--- src/rtl/reset_sequencer.sv ---
// reset_sequencer: staged reset release controller.
// Holds every subsystem in reset until the PLL reports lock, then releases
// the stage resets one at a time, bit 0 first, with a fixed spacing. A new
// reset request or a loss of lock re-asserts every stage at once and the
// sequence starts again from bit 0. A lock timeout raises a sticky error flag
// without stopping the wait.
module reset_sequencer #(
    parameter int unsigned NUM_STAGES      = 4,
    parameter int unsigned STAGE_DELAY_CC  = 1000,
    parameter int unsigned LOCK_TIMEOUT_CC = 100000
) (
    input  logic                  piul1Clock,
    input  logic                  piul1Reset,
    input  logic                  piul1ResetIn,
    input  logic                  piul1PllLocked,
    output logic [NUM_STAGES-1:0] poulvResetOut,
    output logic                  poul1Ready,
    output logic                  poul1LockError
);

    localparam int unsigned MAX_CC = (STAGE_DELAY_CC > LOCK_TIMEOUT_CC) ?
                                     STAGE_DELAY_CC : LOCK_TIMEOUT_CC;
    localparam int unsigned CNT_W  = $clog2(MAX_CC + 1);
    localparam int unsigned IDX_W  = $clog2(NUM_STAGES) + 1;

    localparam logic [CNT_W-1:0] STAGE_LAST = CNT_W'(STAGE_DELAY_CC - 1);
    localparam logic [CNT_W-1:0] LOCK_LAST  = CNT_W'(LOCK_TIMEOUT_CC - 1);
    localparam logic [IDX_W-1:0] IDX_LAST   = IDX_W'(NUM_STAGES - 1);

    typedef enum logic [1:0] {
        StHold,
        StWaitLock,
        StStage,
        StDone
    } state_e;

    state_e                  state_q;
    logic [CNT_W-1:0]        cnt_q;
    logic [IDX_W-1:0]        idx_q;
    logic                    lock_meta_q;
    logic                    lock_sync_q;
    logic [NUM_STAGES-1:0]   reset_out_q;
    logic                    ready_q;
    logic                    lock_error_q;

    logic                    running;

    // Lock loss only matters once clocks were already judged stable.
    assign running = (state_q == StStage) || (state_q == StDone);

    // Lock synchroniser, sequencing FSM and registered outputs.
    always_ff @(posedge piul1Clock or posedge piul1Reset) begin
        if (piul1Reset) begin
            state_q      <= StHold;
            cnt_q        <= '0;
            idx_q        <= '0;
            lock_meta_q  <= 1'b0;
            lock_sync_q  <= 1'b0;
            reset_out_q  <= '1;
            ready_q      <= 1'b0;
            lock_error_q <= 1'b0;
        end else begin
            lock_meta_q <= piul1PllLocked;
            lock_sync_q <= lock_meta_q;

            if (state_q != StHold && piul1ResetIn) begin
                state_q     <= StHold;
                reset_out_q <= '1;
                ready_q     <= 1'b0;
                cnt_q       <= '0;
                idx_q       <= '0;
            end else if (running && !lock_sync_q) begin
                state_q     <= StWaitLock;
                reset_out_q <= '1;
                ready_q     <= 1'b0;
                cnt_q       <= '0;
                idx_q       <= '0;
            end else begin
                case (state_q)
                    StHold: begin
                        reset_out_q <= '1;
                        ready_q     <= 1'b0;
                        if (!piul1ResetIn) begin
                            state_q <= StWaitLock;
                            cnt_q   <= '0;
                        end
                    end
                    StWaitLock: begin
                        if (lock_sync_q) begin
                            state_q <= StStage;
                            cnt_q   <= '0;
                            idx_q   <= '0;
                        end else if (cnt_q == LOCK_LAST) begin
                            // Flag the timeout but keep waiting for lock.
                            lock_error_q <= 1'b1;
                            cnt_q        <= '0;
                        end else begin
                            cnt_q <= cnt_q + CNT_W'(1);
                        end
                    end
                    StStage: begin
                        if (cnt_q == STAGE_LAST) begin
                            // Stages fall strictly in order, so clearing bit idx_q
                            // is the same as shifting a zero in from the bottom.
                            reset_out_q <= reset_out_q << 1;
                            cnt_q       <= '0;
                            if (idx_q == IDX_LAST) begin
                                state_q <= StDone;
                                ready_q <= 1'b1;
                            end else begin
                                idx_q <= idx_q + IDX_W'(1);
                            end
                        end else begin
                            cnt_q <= cnt_q + CNT_W'(1);
                        end
                    end
                    StDone: begin
                        state_q <= StDone;
                    end
                    default: begin
                        state_q     <= StHold;
                        reset_out_q <= '1;
                        ready_q     <= 1'b0;
                        cnt_q       <= '0;
                        idx_q       <= '0;
                    end
                endcase
            end
        end
    end

    assign poulvResetOut  = reset_out_q;
    assign poul1Ready     = ready_q;
    assign poul1LockError = lock_error_q;

endmodule

--- config.mk ---
export PLATFORM = sky130hd
export DESIGN_NAME = reset_sequencer
export DESIGN_NICKNAME = d
export VERILOG_FILES = /design/src/rtl/reset_sequencer.sv
export SDC_FILE = /design/constraint.sdc
export NUM_CORES = 1
export LEC_CHECK = 0
export CORE_MARGIN = 3
export CORE_UTILIZATION = 50
export DETAILED_ROUTE_END_ITERATION = 8
export PLACE_DENSITY = 0.73
export SYNTH_ARGS = -nofsm -noshare
export SYNTH_HDL_FRONTEND = slang
export SYNTH_SLANG_ARGS = --single-unit
--- constraint.sdc ---
create_clock -name piul1Clock -period 3.09 [get_ports piul1Clock]
set_clock_uncertainty 0.05 [all_clocks]
set_input_delay 0.618 -clock piul1Clock [delete_from_list [all_inputs] [get_ports piul1Clock]]
set_output_delay 0.618 -clock piul1Clock [all_outputs]
set_load 0.02 [all_outputs]
==> results.json, run 1 <==
{
  "tightest_slew_ps": 481,
  "wl_um": 4030,
  "pwr-share-seq_pct": 36.1,
  "fin_setup_tns_ps": 0,
  "h-tree-depth": 2,
  "n_antenna_cell": 0,
  "yosysTopAreaCell": "dfrtp_1",
  "p_switching_mw": 0.503,
  "pwr-share-clk_pct": 25.1,
  "cts-resized-gates": 0,
  "synth_area_um2": 1920,
  "crit_fanout": 20,
  "synth-warning-count": 0,
  "gp_congestion": 0.943,
  "holdCritStartpoint": "lock_meta_q$_DFF_PP0_",
  "startpoint_type": "register",
  "cts_buffers": 5,
  "coreArea_um2": 3520,
  "slew_viol_final": 0,
  "hold_viol": 0,
  "synth_cell_types": 51,
  "crit_chain": "inv_1, ha_1, or4b_4, nor3b_2, o21ai_1, buf_4, a2111oi_4, a211o_1",
  "drtIter0Drc": 62,
  "clock_latency_ps": 290,
  "netSwitchingFraction_pct": 38.5,
  "num_rows": 21,
  "slew_headroom_pct": 67.7,
  "p_int_mw": 0.804,
  "start_util_pct": 54.6,
  "grt_antenna_before_repair": 0,
  "fin_crit_sh_pct": 81.2,
  "first_pass_iters": 4,
  "grt_setup_unrepaired": "false",
  "ir_drop_mv": 0.476,
  "finalSetupViolCount": 0,
  "fin_cells": 260,
  "synthTopCellsByArea": "dfrtp_1 34%, ha_1 5.9%, dfstp_2 5.5%",
  "die_area_um2": 4630,
  "reg2reg_depth": 8,
  "grt_overflow": 0,
  "drc": 0,
  "cts_buffer_depth": 2,
  "layout_min_cycle_time_ps": 2510,
  "outcome": "completed",
  "cts_setup_buffers": 0,
  "power_density_nw_per_um2": 606,
  "wl_per_cell_um": 15.5,
  "cts_tree": "yes",
  "root_buffer": "clkbuf_8",
  "clk_pin_slew_ps": 60,
  "fmax_mhz": 399,
  "slowest_delay_ps": 530,
  "endpoint_kind": "register",
  "crit_family": "simple AND/OR/NAND/NOR gates",
  "grt_first_pass_wirelength_um": 7130,
  "hold_depth": 0,
  "syn_avg_cell_area_um2": 9.47,
  "die_width_um": 68.0,
  "grt_pass1_vias": 1546,
  "min_to": "lock_sync_q$_DFF_PP0_",
  "critPathLaunch": "state_q[0]$_DFFE_PP0P_",
  "grt_max_degree": 31,
  "die_y_um": 68.0,
  "yosysSeqAreaShare_pct": 39.3,
  "cts.sinks": 30,
  "cp.required_ps": 3270,
  "cap_violations": 0,
  "cts_hold_buffers": 0,
  "r2r_setup_slack_ps": 580,
  "crit_type": "reg2reg",
  "num_vias": 1599,
  "cp.arrival_ps": 2690,
  "synth_cells": 203,
  "r2r_start": "state_q[0]$_DFFE_PP0P_",
  "pwr-share-comb_pct": 38.8,
  "reg2reg_to": "cnt_q[11]$_DFFE_PP0P_",
  "crit_path_top_delay_cell": "or4b_4",
  "synth_seq_cells": 30,
  "worst-path-buf-inv": 2,
  "place_hpwl_um": 2850,
  "nets": 226,
  "syn-num-nets": 216,
  "final_antenna_net_count": 0,
  "portBuffers": 9,
  "vias_per_cell": 6.15,
  "pin_count": 10,
  "drive_above_1_share_pct": 11.7,
  "place_inst": 252,
  "synth_top_area_share_pct": 33.8,
  "grt_usage_pct": 20.8,
  "min_path_type": "reg2reg",
  "area_delta_synth_final_pct": 12.2,
  "p_leak_nw": 0.866
}
## power by group through the flow
stage	registers, mW	logic, mW	clock network, mW
after global routing	0.479	0.558	0.357
after CTS	0.471	0.506	0.338
after global placement	0.473	0.490	0
final	0.472	0.507	0.328
after floorplan	0.474	0.362	0
after detailed placement	0.478	0.501	0
## worst reg2reg max path, stage by stage, from the launching register on
cell and delay (ps):
dfrtp_1 510, inv_1 150, ha_1 250, or4b_4 530
nor3b_2 170, o21ai_1 80, buf_4 220, a2111oi_4 370
a211o_1 130
## how the worst max path moves through the flow
stage | to | slack (ps) | cells past startpoint
finish | cnt_q[11]$_DFFE_PP0P_ | 580 | 8
global route | cnt_q[11]$_DFFE_PP0P_ | 410 | 8
CTS | cnt_q[8]$_DFFE_PP0P_ | 580 | 8
detailed placement | cnt_q[9]$_DFFE_PP0P_ | 530 | 6
global placement | cnt_q[5]$_DFFE_PP0P_ | 580 | 6
floorplan | cnt_q[8]$_DFFE_PP0P_ | 840 | 8
## state kept, by name, indices dropped and copies added, names as in the netlist
signal          count
cnt_q              17
poul1Ready          1
lock_sync_q         1
state_q             2
poulvResetOut       4
lock_meta_q         1
poul1LockError      1
idx_q               3
## metrics by stage
stage               hold slack, ps  utilization (%)  setup WS, ps  power, mW  area [um^2]
detailed placement             286             58.6           526      0.979         2060
floorplan                      281                -           843      0.836         1920
global placement               291             58.6           577      0.963         2060
finish                         299             61.3           582       1.31         2160
global route                   308             61.3           407       1.39         2160
CTS                            302             61.3           579       1.31         2160
## cells by family after synthesis
logic type	count (synthesis)	share of synthesized area (%)
flip-flops	30	39.3
AO/OA/AOI/OAI	62	25.1
AND/OR/NAND/NOR	79	23.3
multiplexers	3	1.69
adder cells (fa/ha/maj)	9	5.86
buffers and inverters	20	4.75
## synthesized netlist by cell type (all sizes together)
master and count:
nor3 4, a221o 8, mux2i 1, a2111oi 2, o21ai 9, o21a 1, nand3b 1, or3 2
a22o 1, and4 6, a22oi 1, o311ai 1, inv 9, o21bai 1, a41oi 1, nor2 12
nand4 6, mux2 2, ha 9, a31oi 5, and4b 1, buf 6, nor3b 5, nand2b 3
nor2b 2, a21oi 17, a211oi 4, clkbuf 5, dfrtp 26, or2 1, o2bb2ai 1, o41ai 1
a221oi 1, nand3 9, a2bb2oi 1, o22ai 2, dfstp 4, nor4b 2, or4b 1, nand2 20
and2 3, a211o 4, nor4 1, a21o 1
## layout make-up
class	instances	area, um^2
sequential	30	756
clock inverter	2	12.5
clock buffer	6	82.6
multi-input combinational	153	1080
timing repair buffer	14	140
inverter	9	33.8
fill	301	1360
tap	46	57.6
## cell usage in the layout (no fill, tap or decap), drive strengths merged, types with 5 or more instances in the layout
master / count
ha: 9
dfrtp: 26
nand4: 6
nor2: 12
nor3b: 5
nand3: 9
and4: 6
a21oi: 17
o21ai: 9
nand2: 20
inv: 9
a221o: 8
clkbuf: 6
buf: 5
a31oi: 5
clkdlybuf4s50: 9
## routing by layer
metal  track usage (%)  up-vias  share of wire [%]
met2              30.1       34                 45
met3              7.22        8                4.6
met1              28.3      761                 49
li1                  -      796                  -
met4              8.44        0                1.4
met5                 0        -                  0
No activity file was read; power rests on OpenSTA's default activity.
==> inputs of run 2 (changes only) <==
==> constraint.sdc (replaced) <==
create_clock -name piul1Clock -period 2.36 [get_ports piul1Clock]
set_clock_uncertainty 0.05 [all_clocks]
set_input_delay 0.472 -clock piul1Clock [delete_from_list [all_inputs] [get_ports piul1Clock]]
set_output_delay 0.472 -clock piul1Clock [all_outputs]
set_load 0.02 [all_outputs]
==> results.json, run 2 (synthesized netlist as in run 1, its figures left out) <==
{
  "outcome": "completed",
  "largest_register_ffs": 17,
  "grt_usage_pct": 21.7,
  "holdCritStartpoint": "lock_meta_q$_DFF_PP0_",
  "pwr-share-clk_pct": 23.2,
  "clock_latency_ps": 290,
  "design_area_um2": 2270,
  "pwr-share-seq_pct": 32.2,
  "vias_per_cell": 6.32,
  "tightest_slew_ps": 430,
  "dp_slack_ps": 40.2,
  "p_leak_nw": 0.932,
  "final_antenna_net_count": 0,
  "num_vias": 1713,
  "fin_cells": 271,
  "largest_register": "cnt_q",
  "cp.required_ps": 2460,
  "portBuffers": 9,
  "place_area_um2": 2150,
  "clk_pin_slew_ps": 60,
  "grt_max_degree": 31,
  "cts_buffer_depth": 2,
  "fmax_mhz": 439,
  "grt_pass1_vias": 1536,
  "die_y_um": 68.0,
  "final_common_cell": "dfrtp_1",
  "mostFrequentLayoutCells": "25 x dfrtp_1, 20 x nand2_1, 16 x a21oi_1, 14 x buf_4, 12 x nor2_1",
  "r2r_start": "cnt_q[12]$_DFFE_PP0P_",
  "pin_count": 10,
  "min_path_type": "reg2reg",
  "cp.arrival_ps": 2380,
  "p_switching_mw": 0.714,
  "finalPower_mw": 1.87,
  "coreArea_um2": 3520,
  "place_hpwl_um": 3150,
  "wl_um": 4410,
  "n_antenna_cell": 0,
  "crit_type": "reg2reg",
  "slew_headroom_pct": 70.9,
  "layout_min_cycle_time_ps": 2280,
  "finalSetupViolCount": 0,
  "startpoint_type": "register",
  "gp_congestion": 0.978,
  "die_width_um": 68.0,
  "cap_violations": 0,
  "grt_setup_unrepaired": "false",
  "slowest_delay_ps": 470,
  "grt_antenna_before_repair": 0,
  "p_int_mw": 1.16,
  "hold_slack_ps": 300,
  "crit_path_top_delay_cell": "nor4_2",
  "crit_chain": "nor4_2, nand3_1, o311ai_1, a41oi_1, a211oi_1",
  "pwr-share-comb_pct": 44.5,
  "nFillCells": 294,
  "ir_drop_mv": 0.704,
  "cts_buffers": 5,
  "slew_viol_final": 0,
  "num_rows": 21,
  "nets": 237,
  "multi_input_area_um2": 1090,
  "endpoint_kind": "register",
  "netSwitchingFraction_pct": 38.1,
  "hold_viol": 0,
  "drc": 0,
  "cts_tree": "yes",
  "h-tree-depth": 2,
  "grt_first_pass_wirelength_um": 7310,
  "place_inst": 262,
  "regArea_um2": 757,
  "power_density_nw_per_um2": 827,
  "die_area_um2": 4630,
  "wl_per_cell_um": 16.3,
  "drtIter0Drc": 96,
  "root_buffer": "clkbuf_8",
  "drive_above_1_share_pct": 17.8,
  "grt_overflow": 0,
  "first_pass_iters": 4,
  "post-route-util_pct": 64.4,
  "start_util_pct": 54.6,
  "critPathLaunch": "cnt_q[12]$_DFFE_PP0P_",
  "cts.sinks": 30,
  "fin_crit_sh_pct": 96.4,
  "crit_fanout": 7,
  "fin_ws_ps": 84.5,
  "area_delta_synth_final_pct": 17.8,
  "fin_setup_tns_ps": 0
}
run 2: cell types whose count changed in the layout (fill, tap and decap cells not counted), sizes merged:
cell and delta:
clkbuf +1, clkinvlp -1, buf +11
run 2: worst paths after layout:
path                                                end  slack, ps  cells after the start
hold reg to reg                   lock_sync_q$_DFF_PP0_        300                      0
setup / recovery                 state_q[1]$_DFFE_PP0P_         80                      5
hold / removal                    lock_sync_q$_DFF_PP0_        300                      0
setup reg to reg                 state_q[1]$_DFFE_PP0P_         80                      5
min in group asynchronous          cnt_q[6]$_DFFE_PP0P_        500                      3
max in group asynchronous  poulvResetOut[1]$_DFFE_PP1P_       1430                      3
run 2: what timing repair did:
item | in CTS | in global routing
hold buffers | 0 | 0
setup endpoints to repair | 0 | 21
gates resized for setup | 0 | 5
buffers inserted | 0 | 1
run 2: power by group through the flow:
| stage | Clock [mW] | Sequential [mW] | Combinational [mW] |
|---|---|---|---|
| detailed placement | 0 | 0.614 | 0.801 |
| CTS | 0.442 | 0.606 | 0.805 |
| global route | 0.467 | 0.609 | 0.910 |
| global placement | 0 | 0.607 | 0.775 |
| floorplan | 0 | 0.620 | 0.474 |
| finish | 0.435 | 0.604 | 0.835 |
run 2: layout make-up:
| cell class | instances | area share, % |
|---|---|---|
| repair buffers | 25 | 10.4 |
| multi-input cells | 153 | 48.2 |
| clock inverters | 1 | 0.221 |
| inverters | 9 | 1.49 |
| flip-flops and latches | 30 | 33.4 |
| clock buffers | 7 | 3.81 |
| well taps | 46 | 2.54 |
run 2: layer usage:
metal	vias to the layer above	GRT usage, %	routed length, um
met3	8	6.24	275
met4	0	8.19	71
li1	814	-	-
met2	57	32.5	2030
met5	-	0	0
met1	834	29.6	2030
run 2: worst max-delay path: cells and delay by family (launching register included):
kind,cells,cell delay [ps]
flip-flops,1,450
AO/OA/AOI/OAI,3,960
AND/OR/NAND/NOR,2,680
==> inputs of run 3 (changes only) <==
--- a/config.mk
+++ b/config.mk
@@ -12,3 +12,4 @@
 export SYNTH_ARGS = -nofsm -noshare
 export SYNTH_HDL_FRONTEND = slang
 export SYNTH_SLANG_ARGS = --single-unit
+export TNS_END_PERCENT = 100
==> results of run 3 <==
Final layout, timing and power as in run 2 (identical DEF).
